==> src/rtl/mem_cmd_sched.sv <==
// Memory command scheduler: arbitrates read/write/refresh/scrub into a one-entry command register.
// Define MEM_CMD_SCHED_SCRUB_EN to compile the scrub requester into arbitration.

package cmd_defs_pkg;
    localparam logic [2:0] CMD_NOP     = 3'd0;
    localparam logic [2:0] CMD_READ    = 3'd1;
    localparam logic [2:0] CMD_WRITE   = 3'd2;
    localparam logic [2:0] CMD_SCRUB   = 3'd3;
    localparam logic [2:0] CMD_REFRESH = 3'd4;
endpackage

module mem_cmd_sched
    import cmd_defs_pkg::*;
#(
    parameter int REF_INTERVAL = 64,
    parameter int REF_URGENT   = 4,
    parameter int WR_STARVE    = 8
) (
    input  logic        clk,
    input  logic        rst,
    input  logic        rd_valid,
    input  logic [31:0] rd_addr,
    output logic        rd_ready,
    input  logic        wr_valid,
    input  logic [31:0] wr_addr,
    output logic        wr_ready,
    input  logic        scrub_valid,
    input  logic [31:0] scrub_addr,
    output logic        scrub_ready,
    input  logic        fsm_ready,
    output logic        cmd_valid,
    output logic [2:0]  cmd_type,
    output logic [31:0] cmd_addr,
    output logic [3:0]  ref_pending,
    output logic        ref_overflow
);

    localparam logic [15:0] REF_RELOAD = 16'(REF_INTERVAL - 1);
    localparam logic [3:0]  URGENT_LVL = 4'(REF_URGENT);
    localparam logic [7:0]  STARVE_LVL = 8'(WR_STARVE);
    localparam logic [3:0]  PEND_MAX   = 4'd8;

    logic        cmd_valid_q, cmd_valid_d;
    logic [2:0]  cmd_type_q, cmd_type_d;
    logic [31:0] cmd_addr_q, cmd_addr_d;
    logic [3:0]  ref_pending_q, ref_pending_d;
    logic        ref_overflow_q, ref_overflow_d;
    logic [7:0]  starve_cnt_q, starve_cnt_d;
    logic [15:0] ref_timer_q, ref_timer_d;

    logic slot_free, ref_tick, scrub_req;
    logic gnt_rd, gnt_wr, gnt_ref, gnt_scrub;

`ifdef MEM_CMD_SCHED_SCRUB_EN
    assign scrub_req = scrub_valid;
`else
    logic unused_scrub;
    assign unused_scrub = ^{scrub_valid, scrub_addr};
    assign scrub_req    = 1'b0;
`endif

    always_comb begin
        slot_free = !cmd_valid_q || fsm_ready;
        ref_tick  = (ref_timer_q == 16'd0);
        gnt_rd    = 1'b0;
        gnt_wr    = 1'b0;
        gnt_ref   = 1'b0;
        gnt_scrub = 1'b0;
        // Readies are combinational, so they are held low while reset is active.
        if (slot_free && !rst) begin
            if (ref_pending_q >= URGENT_LVL)                   gnt_ref   = 1'b1;
            else if (wr_valid && starve_cnt_q == STARVE_LVL)   gnt_wr    = 1'b1;
            else if (rd_valid)                                 gnt_rd    = 1'b1;
            else if (wr_valid)                                 gnt_wr    = 1'b1;
            else if (ref_pending_q != 4'd0)                    gnt_ref   = 1'b1;
            else if (scrub_req)                                gnt_scrub = 1'b1;
        end
    end

    always_comb begin
        cmd_valid_d = cmd_valid_q;
        cmd_type_d  = cmd_type_q;
        cmd_addr_d  = cmd_addr_q;
        if (slot_free) begin
            cmd_valid_d = gnt_rd || gnt_wr || gnt_ref || gnt_scrub;
            cmd_type_d  = CMD_NOP;
            cmd_addr_d  = 32'd0;
            if (gnt_ref) begin
                cmd_type_d = CMD_REFRESH;
            end else if (gnt_wr) begin
                cmd_type_d = CMD_WRITE;
                cmd_addr_d = wr_addr;
            end else if (gnt_rd) begin
                cmd_type_d = CMD_READ;
                cmd_addr_d = rd_addr;
            end else if (gnt_scrub) begin
                cmd_type_d = CMD_SCRUB;
                cmd_addr_d = scrub_addr;
            end
        end

        starve_cnt_d = starve_cnt_q;
        if (gnt_wr)
            starve_cnt_d = 8'd0;
        else if (gnt_rd && wr_valid && starve_cnt_q != STARVE_LVL)
            starve_cnt_d = starve_cnt_q + 8'd1;

        ref_timer_d = ref_tick ? REF_RELOAD : ref_timer_q - 16'd1;

        // A tick coinciding with a refresh load cancels out; only an unabsorbed tick at 8 is lost.
        ref_pending_d  = ref_pending_q;
        ref_overflow_d = ref_overflow_q;
        if (ref_tick && !gnt_ref) begin
            if (ref_pending_q == PEND_MAX)
                ref_overflow_d = 1'b1;
            else
                ref_pending_d = ref_pending_q + 4'd1;
        end else if (!ref_tick && gnt_ref) begin
            ref_pending_d = ref_pending_q - 4'd1;
        end
    end

    always_ff @(posedge clk) begin
        if (rst) begin
            cmd_valid_q    <= 1'b0;
            cmd_type_q     <= CMD_NOP;
            cmd_addr_q     <= 32'd0;
            ref_pending_q  <= 4'd0;
            ref_overflow_q <= 1'b0;
            starve_cnt_q   <= 8'd0;
            ref_timer_q    <= REF_RELOAD;
        end else begin
            cmd_valid_q    <= cmd_valid_d;
            cmd_type_q     <= cmd_type_d;
            cmd_addr_q     <= cmd_addr_d;
            ref_pending_q  <= ref_pending_d;
            ref_overflow_q <= ref_overflow_d;
            starve_cnt_q   <= starve_cnt_d;
            ref_timer_q    <= ref_timer_d;
        end
    end

    assign rd_ready     = gnt_rd;
    assign wr_ready     = gnt_wr;
    assign scrub_ready  = gnt_scrub;
    assign cmd_valid    = cmd_valid_q;
    assign cmd_type     = cmd_type_q;
    assign cmd_addr     = cmd_addr_q;
    assign ref_pending  = ref_pending_q;
    assign ref_overflow = ref_overflow_q;

endmodule

==> config.mk <==
export PLATFORM = sky130hd
export DESIGN_NAME = mem_cmd_sched
export DESIGN_NICKNAME = d
export VERILOG_FILES = /design/src/rtl/mem_cmd_sched.sv
export SDC_FILE = /design/constraint.sdc
export NUM_CORES = 1
export LEC_CHECK = 0
export ABC_CLOCK_PERIOD_IN_PS = 5440
export CORE_MARGIN = 8
export CORE_UTILIZATION = 43
export DETAILED_ROUTE_END_ITERATION = 7
export PLACE_DENSITY_LB_ADDON = 0.1
export SLEW_MARGIN = 10
export SYNTH_ARGS = -nofsm -noshare
export SYNTH_HDL_FRONTEND = slang
export SYNTH_SLANG_ARGS = --single-unit
==> constraint.sdc <==
create_clock -name clk -period 5.44 [get_ports clk]
set_clock_uncertainty 0.1 [all_clocks]
set_input_delay 0.544 -clock clk [delete_from_list [all_inputs] [get_ports clk]]
set_output_delay 0.544 -clock clk [all_outputs]
set_load 0.02 [all_outputs]
==> reports/results.env <==
RUN_STATUS='complete, no violations'
PIN_COUNT_OF_THE_BIGGEST_NET_ENTERING_GLOBAL_ROUTING=55
SYNTH_FP_NETS=425
FINAL_MIN_PERIOD_OVER_CLOCK_PERIOD_PCT=63.3
YS_FF_LATCH=65
AREA_DELTA_SYNTH_FINAL_PCT=44.3
DIE_W_UM=98.5
CTS_MAX_PATH_BUFFERS=2
TIMING.FINAL.MAX_SLEW_VIOLATIONS=0
YOSYSTOPAREACELL='sky130_fd_sc_hd__dfxtp_1'
CRIT_PATH_TOP_DELAY_CELL='sky130_fd_sc_hd__clkdlybuf4s50_1'
CLK-INSERTION-DELAY-LATE_NS=0.33
PLACE.GP.CONGESTION=0.787
SYNTH_SEQ_AREA_SHARE_PCT=44.4
VIA_COUNT=2730
CRITPATHMAXFANOUT=37
DRT-TOTAL-WL_UM=8310
ROUTE.DETAILED.VIAS_PER_INST=5.38
PATH_DEPTH=6
FLOORPLAN.CORE_AREA_UM2=6680
NUMBER_OF_CELLS_TRAVERSED_BY_THE_WORST_REGISTER_TO_REGISTER_PATH=10
CP-START-KIND='input port'
CLOCK_TREE.HTREE_LEVEL_COUNT=3
AREA_OF_THE_DIE_UM2=9710
UNREPAIRED_SETUP_ENDPOINTS_AFTER_GLOBAL_ROUTING='false'
WORST_SLEW_MARGIN_REL_PCT=35.5
DRIVE_ABOVE_1_SHARE_PCT=7.73
DETAIL_ROUTE.WL_PER_CELL_UM=16.4
P_COMB_SHARE_PCT=20.1
SETUP_VIOL_COUNT_FINAL=0
CHIPHEIGHT_UM=98.5
POWER-PER-CELL-AREA_nW_PER_UM2=262
PORTION_OF_SYNTHESIZED_CELL_AREA_OCCUPIED_BY_THE_LEADING_CELL_TYPE_PCT=44.4
SEQ_POWER_SHARE_PCT=46.9
ROUTE.DETAILED.DRC=0
POSTSYNTH.ASYNCRESETSHARE_PCT=0
DESIGN.PORTCOUNT=146
STARTING_DENSITY_OF_THE_CORE_PCT=43.8
NETLIST_AREA_UM2=2930
CRITPATHCAPTURE='wr_ready'
CRIT-REG2REG-CAPTURE='ref_pending[3]$_SDFFE_PP0P_'
P_LEAK_nW=1.59
CTS.REPAIR_TIMING.SETUP_BUFFER_COUNT=0
SWITCHING_SHARE_PCT=27.3
FINAL_NET_COUNT=531
WORST-SETUP-PATH-TYPE='in2out'
IO_BUFFERS=111
TRITONCTS_CLOCK_TREE='yes'
ANTENNADIODECOUNT=0
DETAILED_ROUTING_ITERATION_COUNT_FOR_THE_PRE_ANTENNA_REPAIR_PASS=4
FIRST_PASS_GRT_WIRE_LENGTH_UM=13400
CRITICAL_PATH_BUF_INV_COUNT=3
YOSYSUNIQUECELLTYPES=52
WORST_PATH_LARGEST_CELL_DELAY_NS=0.69
YS_TOP_CELLS_BY_AREA='sky130_fd_sc_hd__dfxtp_1 (44%), sky130_fd_sc_hd__a222oi_1 (6.2%), sky130_fd_sc_hd__nor2_1 (5.4%)'
PATH_CELLS='clkdlybuf4s50_1, nand2b_1, and4b_1, and2_1, buf_4, clkdlybuf4s50_1'
TIMING.FMAX_MHz=291
SYNTH-EDFF-COUNT=0
MAX-CAP-VIOLATIONS=0
NUMBER_OF_ANTENNA_VIOLATIONS_AT_THE_FIRST_CHECK_IN_GLOBAL_ROUTING=0
POST-SYNTH-TOP-COUNT-CELL='sky130_fd_sc_hd__dfxtp_1'
FINALCOREUTILIZATION_PCT=63.3
CRITPATHTOPFAMILY='buffers and inverters'
CTSHOLDBUFFERS=0
REQUIRED_NS=4.80
COMMONEST_CELLS_POST_SYNTH='sky130_fd_sc_hd__dfxtp_1 (65), sky130_fd_sc_hd__nor2_1 (42), sky130_fd_sc_hd__nand2_1 (32)'
CTSROOTBUFFERMASTER='sky130_fd_sc_hd__clkbuf_8'
CTS_BUFFERS=9
CLOCK_POWER_SHARE_PCT=33.0
INTPOWER_mW=0.803
FIRST_GLOBAL_VIAS=2693
MIN-DELAY-PATH-CLASS='reg2reg'
SYN-INSTANCE-COUNT=316
FINALSETUPTNS_NS=0
POST_SYNTH.CELL_AREA_AVG_UM2=9.27
DOMINANTREGCELLSYNTH='sky130_fd_sc_hd__dfxtp_1'
STANDARD_CELL_ROW_COUNT=30
POWER.IR.VDD_WORST_mV=0.132
DR.FIRST_ITER.DRC_COUNT=168
WHS_NS=0.345
TIGHTEST_SLEW_NS=0.968
SETUP_SLACK_REG_TO_REG_NS=2.52
TIMING.CRITICAL_PATH.ARRIVAL_NS=2.80
NET-SWITCHING-POWER_mW=0.302
HOLD_PATH.STARTPOINT='cmd_type[2]$_SDFFE_PP0N_'
PERIOD_NEEDED_NS=3.44
ANTENNA_LEFT=0
GLOBALROUTETOTALUTIL_PCT=17.1
CTS_REPAIR_RESIZE_COUNT=0
DETAILEDPLACEMENTHPWL_UM=5940
WORST_R2R_STARTPOINT='ref_pending[0]$_SDFFE_PP0P_'
SETUP.WORST_PATH.END_CLASS='output port'
PNR_TOTAL_POWER_mW=1.11
HOLD_VIOL=0
GLOBAL_ROUTE.OVERFLOW_TOTAL=0
CLKSLEWWORSTSETUPHOLDPATHS_NS=0.06
WORST_SETUP_PATH_STARTPOINT='fsm_ready'
CRITPATHMOSTFREQUENTCELL='sky130_fd_sc_hd__clkdlybuf4s50_1'
CTS.SINKS=65
SYNTH-WARNING-COUNT=0
-- cells by family after synthesis --
group                      after synthesis  share of synthesized area [%]
AOI/OAI and AO/OA                       75                           19.0
DFF                                     65                           44.4
muxes                                    1                          0.384
xor gates and xnor gates                17                           5.08
buffers and inverters                   24                           4.31
and+or+nand+nor                        126                           23.4
adders and majority gates                7                           3.25
other                                    1                          0.128
-- cells in the final DEF, fill, tap and decap left out, types with 3 or more instances in the layout --
cell / netlist / final
sky130_fd_sc_hd__clkbuf_8: 0 / 11
sky130_fd_sc_hd__nor4_1: 4 / 4
sky130_fd_sc_hd__ha_1: 6 / 6
sky130_fd_sc_hd__clkdlybuf4s50_1: 0 / 110
sky130_fd_sc_hd__xor2_1: 10 / 10
sky130_fd_sc_hd__a222oi_1: 18 / 18
sky130_fd_sc_hd__nor2_1: 42 / 42
sky130_fd_sc_hd__nand3_1: 8 / 8
sky130_fd_sc_hd__buf_4: 1 / 3
sky130_fd_sc_hd__xnor2_1: 7 / 7
sky130_fd_sc_hd__inv_1: 5 / 5
sky130_fd_sc_hd__and3_1: 3 / 3
sky130_fd_sc_hd__o21ai_0: 5 / 5
sky130_fd_sc_hd__nand2_1: 32 / 32
sky130_fd_sc_hd__a21o_1: 3 / 3
sky130_fd_sc_hd__o21ai_1: 14 / 14
sky130_fd_sc_hd__a21oi_1: 11 / 11
sky130_fd_sc_hd__a22oi_1: 15 / 15
sky130_fd_sc_hd__clkinv_2: 0 / 3
sky130_fd_sc_hd__nor3_1: 6 / 6
sky130_fd_sc_hd__dfxtp_1: 65 / 65
sky130_fd_sc_hd__nand4_1: 3 / 3
-- flip-flops by register name, indices dropped and copies added, names as in the netlist --
| register | flops |
|---|---|
| ref_pending | 4 |
| ref_overflow | 1 |
| ref_timer_q | 16 |
| starve_cnt_q | 8 |
| cmd_addr | 32 |
| cmd_type | 3 |
| cmd_valid | 1 |
-- routing by layer --
| layer | global-route usage (%) | vias up | part of all wire [%] |
|---|---|---|---|
| met4 | 8.62 | 0 | 1.8 |
| met1 | 19.5 | 1290 | 43 |
| li1 | - | 1363 | - |
| met5 | 0 | - | 0 |
| met3 | 5.00 | 11 | 5.3 |
| met2 | 28.3 | 66 | 50 |
-- area by class of cell --
class / count / area, um2
fill: 608 / 2450
inverter: 5 / 18.8
tap: 80 / 100
multi-input combinational: 227 / 1500
clock buffer: 13 / 159
clock inverter: 3 / 15.0
timing repair buffer: 114 / 1130
sequential: 65 / 1300
-- stage by stage --
| stage | cells | cell area [um2] | worst slack [ns] |
|---|---|---|---|
| final | 507 | 4230 | 2.00 |
| after global routing | 507 | 4230 | 1.87 |
| after CTS | 507 | 4230 | 1.99 |
| after detailed placement | 491 | 4050 | 1.87 |
| after global placement | 491 | 4050 | 1.94 |
| after floorplan | 316 | 2930 | 2.64 |
-- tightest hold or removal path: stages (launching register included) --
cell	delay [ns]
sky130_fd_sc_hd__dfxtp_1	0.31
sky130_fd_sc_hd__nand2_1	0.05
sky130_fd_sc_hd__nand2_1	0.05
-- power by group through the flow --
| stage | clock, mW | sequential [mW] | combinational (mW) |
|---|---|---|---|
| global placement | 0 | 0.528 | 0.222 |
| finish | 0.365 | 0.518 | 0.223 |
| floorplan | 0 | 0.554 | 0.0842 |
| CTS | 0.382 | 0.518 | 0.225 |
| detailed placement | 0 | 0.529 | 0.224 |
| global route | 0.400 | 0.522 | 0.240 |
-- worst min-delay path by stage --
stage | cells after the start | endpoint
finish | 2 | cmd_type[2]$_SDFFE_PP0N_
global route | 2 | cmd_type[2]$_SDFFE_PP0N_
CTS | 2 | cmd_type[2]$_SDFFE_PP0N_
detailed placement | 2 | cmd_type[2]$_SDFFE_PP0N_
global placement | 1 | cmd_type[1]$_SDFFE_PP0N_
floorplan | 1 | ref_timer_q[0]$_SDFF_PP1_
No activity file was read; power rests on OpenSTA's default activity.
